===== config.mk =====
export PLATFORM = sky130hd
export DESIGN_NAME = clt_gaussian_accum
export DESIGN_NICKNAME = d
export VERILOG_FILES = /design/src/rtl/gauss_pkg.sv /design/src/rtl/clt_gaussian_accum.sv
export SDC_FILE = /design/constraint.sdc
export NUM_CORES = 1
export LEC_CHECK = 0
export ABC_AREA = 1
export CAP_MARGIN = 20
export CORE_ASPECT_RATIO = 1.1
export CORE_UTILIZATION = 40
export CTS_CLUSTER_DIAMETER = 200
export DETAILED_ROUTE_END_ITERATION = 6
export PLACE_DENSITY = 0.71
export SLEW_MARGIN = 20
export SYNTH_ARGS = -nofsm -noshare
export SYNTH_HDL_FRONTEND = slang
export SYNTH_SLANG_ARGS = --single-unit

===== constraint.sdc =====
create_clock -name clk -period 2.8 [get_ports clk]
set_input_delay 0.56 -clock clk [delete_from_list [all_inputs] [get_ports clk]]
set_output_delay 0.56 -clock clk [all_outputs]
set_load 0.01 [all_outputs]

===== src/rtl/gauss_pkg.sv =====
// ---------------------------------------------------------------------------
// gauss_pkg : shared defaults and sizing helpers for the CLT Gaussian path
// Rev 1.0
// ---------------------------------------------------------------------------
`default_nettype none

package gauss_pkg;

  localparam int W_IN_DEF    = 16;
  localparam int N_PAIRS_DEF = 6;

  typedef enum logic [0:0] {
    ACCUM = 1'b0,
    HOLD  = 1'b1
  } gauss_state_e;

  // Sum of 2*n_pairs unsigned w_in-bit values plus a sign bit.
  function automatic int acc_w(input int w_in, input int n_pairs);
    return w_in + $clog2(2 * n_pairs) + 1;
  endfunction

  // Mean of the Irwin-Hall sum: n_pairs * 2^w_in.
  function automatic logic [63:0] offset(input int w_in, input int n_pairs);
    logic [63:0] v;
    v = 64'(unsigned'(n_pairs));
    return v << w_in;
  endfunction

endpackage

`default_nettype wire


===== src/rtl/clt_gaussian_accum.sv =====
// ---------------------------------------------------------------------------
// clt_gaussian_accum : sums 2*N_PAIRS uniforms and centres them into a
//                      signed Gaussian sample behind a valid/ready handshake
// Rev 1.0
// ---------------------------------------------------------------------------
`default_nettype none

module clt_gaussian_accum
  import gauss_pkg::*;
#(
  parameter int W_IN    = W_IN_DEF,
  parameter int N_PAIRS = N_PAIRS_DEF
) (
  input  logic                               clk,
  input  logic                               rst,
  input  logic                               clear,
  input  logic [31:0]                        u1,
  input  logic [31:0]                        u2,
  input  logic                               u_valid,
  output logic                               u_ready,
  output logic [acc_w(W_IN, N_PAIRS)-1:0]    noise,
  output logic                               noise_valid,
  input  logic                               noise_ready,
  output logic [31:0]                        sample_cnt
);

  localparam int                ACC_W     = acc_w(W_IN, N_PAIRS);
  localparam int                SUM_W     = ACC_W - 1;
  localparam int                BEAT_W    = (N_PAIRS > 1) ? $clog2(N_PAIRS) : 1;
  localparam logic [ACC_W-1:0]  OFFSET    = ACC_W'(offset(W_IN, N_PAIRS));
  localparam logic [BEAT_W-1:0] LAST_BEAT = BEAT_W'(N_PAIRS - 1);

  logic [SUM_W-1:0]  r_acc;
  logic [BEAT_W-1:0] r_beat;
  logic [ACC_W-1:0]  r_noise;
  logic              r_noise_valid;
  logic [31:0]       r_sample_cnt;

  logic [W_IN-1:0]   w_a;
  logic [W_IN-1:0]   w_b;
  logic [SUM_W-1:0]  w_sum;
  logic [ACC_W-1:0]  w_sample;
  logic              w_accept;
  logic              w_last;
  logic              w_consume;
  gauss_state_e      w_state;
  logic              w_unused_lsbs;

  assign w_a = u1[31 -: W_IN];
  assign w_b = u2[31 -: W_IN];
  // Only the MSBs feed the sum; the rest of each word is intentionally dropped.
  assign w_unused_lsbs = ^{u1, u2};

  assign w_sum    = r_acc + SUM_W'(w_a) + SUM_W'(w_b);
  assign w_sample = {1'b0, w_sum} - OFFSET;

  // HOLD means a finished sample is blocked; beats and acc freeze there.
  assign w_state   = (r_noise_valid && !noise_ready) ? HOLD : ACCUM;
  assign u_ready   = (w_state == ACCUM);
  assign w_accept  = u_valid && u_ready;
  assign w_last    = (r_beat == LAST_BEAT);
  assign w_consume = r_noise_valid && noise_ready;

  always_ff @(posedge clk or negedge rst) begin
    if (!rst) begin
      r_acc         <= '0;
      r_beat        <= '0;
      r_noise       <= '0;
      r_noise_valid <= 1'b0;
      r_sample_cnt  <= '0;
    end else if (clear) begin
      r_acc         <= '0;
      r_beat        <= '0;
      r_noise_valid <= 1'b0;
    end else begin
      if (w_accept && w_last) begin
        r_noise       <= w_sample;
        r_noise_valid <= 1'b1;
        r_acc         <= '0;
        r_beat        <= '0;
      end else begin
        if (w_accept) begin
          r_acc  <= w_sum;
          r_beat <= r_beat + 1'b1;
        end
        if (w_consume) begin
          r_noise_valid <= 1'b0;
        end
      end
      if (w_consume) begin
        r_sample_cnt <= r_sample_cnt + 32'd1;
      end
    end
  end

  assign noise       = r_noise;
  assign noise_valid = r_noise_valid;
  assign sample_cnt  = r_sample_cnt;

endmodule

`default_nettype wire


==> run summary <==
Status: completed
Detailed-route wire length per cell: 14.5 um
Pwr/cell area: 809 nW/um^2
Clock Sinks: 77
CTS tree: built
DP Area: 6090 um^2
Max-slew headroom at the worst pin: 0.662
IO buf count: 91
RD Place Congestion: 0.878
H-Tree Depth: 3
P&R area growth vs syn: 48.8%
Cts hold-fix bufs: 0
LEAKAGE: 3.48 nW
Synth Register Bits: 77
Syn. warnings: 0
DR vias/cell: 4.99
WL final: 12400 um
Core ar.: 11100 um^2
Largest net degree at the start of global routing: 78
Final layout net count: 812
Post-synth EDFFs: 0
Met2 wire len: 6330 um
Syn avg cell area: 8.44 um^2
Primary FF master, synth: dfrtp_1
Post-Route M1 WL: 5350 um
Worst-Skew Late Latency: 0.34 ns
DRC viols: 0
Peak per-stage delay on the critical path: 0.56 ns
Max Cap Viol: 0
First-pass GRT wire length: 20000 um
Mapped Cells: 550
Vias: 4279
Critical path's slowest cell: fa_1
# IOs: 124
Max clock buf depth: 2
Synth Cell Area: 4640 um^2
Max Freq: 0.365 GHz
Pre-CTS setup slack: -0.605 ns
Die ar.: 12000 um^2
Endpoints failing setup: 0
Pre-Repair DR Iteration Count: 4
CTS root buffer: clkbuf_16
Slew Viols, Final: 0
Design area: 6910 um^2
Iter 0 DRT Violations: 208
Most used cell, CP: nand2_1
Seq/Total Area, Yosys: 0.415
Max Clock Skew: 0.00815 ns
DP HPWL: 8670 um
CP bufs+invs: 3
Vias in the first global route: 4337
GRT overflow: 0
Fin. Hold Viols: 0
Yosys cell types: 34
Final period utilization: 0.977
Routed Antenna Nets: 0
Crit start category: input pin
Least-Margin Pin Slew: 0.506 ns
Top layer in use: met4
Worst-path clk slew: 0.06 ns
Critical Path Sink Type: register
Die span in y: 115 um
Post-Syn Nets: 656
Worst-path fanout max: 3
HP Class: in2async
Cells along the critical path: clkdlybuf4s50_1, fa_1, ha_4, nand2_4, inv_1, nand2_1, nand2_1, a21oi_2, nand3b_1, and2_4, ha_4, inv_1, nand3_1, nand3_1, nand2_1
Die width: 105 um
Worst setup margin: 0.0636 ns
Inserted Diodes: 0
Worst vdd ir: 0.495 mV
Setup CP Type: in2reg
Routed length on met3: 524 um
Tmin final: 2.74 ns
Row count: 40
FFs w/ async S/R, synth: 1.00
Starting Density: 0.418
CTS buffer count: 9
WP data arrival: 2.97 ns
Layout cells sized above 1: 0.238
Family with the most delay on the worst path: adder cells
Worst EP required: 3.04 ns
Total GRT Usage: 0.212
Initial antenna violation count: 0
## where the power goes
part / total (W) / leakage (nW) / switching [W] / internal [W]
Combinational: 0.00309 / 2.32 / 0.00157 / 0.00152
Clock: 0.00110 / 0.128 / 0.000476 / 0.000624
Sequential: 0.00139 / 1.03 / 0.000126 / 0.00127
Total: 0.00559 / 3.48 / 0.00217 / 0.00341
## worst paths after layout
kind                                 from         to  slack [ns]  depth (start not counted)
worst max register to register   r_acc[4]  noise[19]        0.22                         16
min in group clk                noise[14]  noise[14]        0.49                          2
worst min-delay path                  rst  r_acc[15]        0.10                          1
max in group asynchronous             rst   r_acc[6]        2.12                          2
worst min register to register  noise[14]  noise[14]        0.49                          2
worst max-delay path               u1[28]  noise[19]        0.06                         15
## layer usage
layer	global-route usage	vias to the layer above
li1	-	2081
met1	0.265	2059
met2	0.362	119
met3	0.0385	20
met4	0.0911	0
met5	0	-
## cells by family after synthesis
group	Yosys count	share of synthesized area
fa+ha+maj	37	0.127
xor+xnor	39	0.0736
compound gates	52	0.0598
buf+inv	65	0.0531
simple gates	280	0.271
flops	77	0.415
## cell usage in the layout, fill, tap and decap left out, drive strengths merged, types with 3 or more instances in the layout
| cell type | instances |
|---|---|
| a21oi | 20 |
| buf | 62 |
| clkbuf | 11 |
| clkdlybuf4s50 | 65 |
| clkinv | 3 |
| clkinvlp | 3 |
| dfrtp | 77 |
| dlymetal6s2s | 22 |
| fa | 17 |
| ha | 20 |
| inv | 57 |
| nand2 | 169 |
| nand3 | 42 |
| nand4 | 10 |
| nor2 | 39 |
| nor3 | 13 |
| o21ai | 26 |
| o21bai | 3 |
| xnor2 | 14 |
| xor2 | 25 |
## layout make-up
class | instances | area, um^2
fillers | 922 | 4200
multi-input cells | 408 | 2860
flip-flops and latches | 77 | 1930
repair buffers | 152 | 1440
clock buffers | 11 | 243
inverters | 58 | 218
well taps | 147 | 184
clock inverters | 5 | 36.3
## registers in the layout (all words and copies together), names as in the netlist
register     cells
sample_cnt      32
r_acc           20
noise_valid      1
r_beat           3
noise           21
## synthesized netlist by cell type (2+ instances only)
| library cell | instances | area (um^2) |
|---|---|---|
| nand2_1 | 166 | 623 |
| dfrtp_1 | 77 | 1930 |
| inv_1 | 56 | 210 |
| nand3_1 | 39 | 195 |
| nor2_1 | 32 | 120 |
| xor2_1 | 25 | 219 |
| a21oi_1 | 20 | 100 |
| ha_1 | 20 | 250 |
| fa_1 | 17 | 340 |
| o21ai_0 | 17 | 85.1 |
| xnor2_1 | 14 | 123 |
| nor3_1 | 12 | 60.1 |
| o21ai_1 | 9 | 45.0 |
| nand4_1 | 7 | 43.8 |
| clkbuf_1 | 5 | 18.8 |
| nor2_2 | 4 | 25.0 |
| nand2_2 | 3 | 18.8 |
| nor2_4 | 3 | 33.8 |
| o21bai_1 | 3 | 22.5 |
| and2_1 | 2 | 12.5 |
| buf_2 | 2 | 10.0 |
| nand3_2 | 2 | 20.0 |
| nand3b_1 | 2 | 15.0 |
| nand4_2 | 2 | 25.0 |
| or2_2 | 2 | 12.5 |
## through the flow
stage / total power (W) / TNS (ns) / std cells / utilization / hold WS, ns
after detailed placement: 0.00374 / -7.77 / 831 / 0.548 / 0.474
after global placement: 0.00369 / -6.06 / 831 / 0.548 / 0.467
after floorplan: 0.00266 / 0 / 550 / - / 0.264
final: 0.00559 / 0 / 858 / 0.622 / 0.102
after CTS: 0.00507 / 0 / 851 / 0.586 / 0.421
after global routing: 0.00595 / -0.0546 / 858 / 0.622 / 0.117
## repair_timing
action	in CTS	in global routing
setup buffers	4	6
gates resized for setup	21	81
pin swaps	12	54
endpoints found under the setup margin	4	12
(Power assumes the default switching activity.)
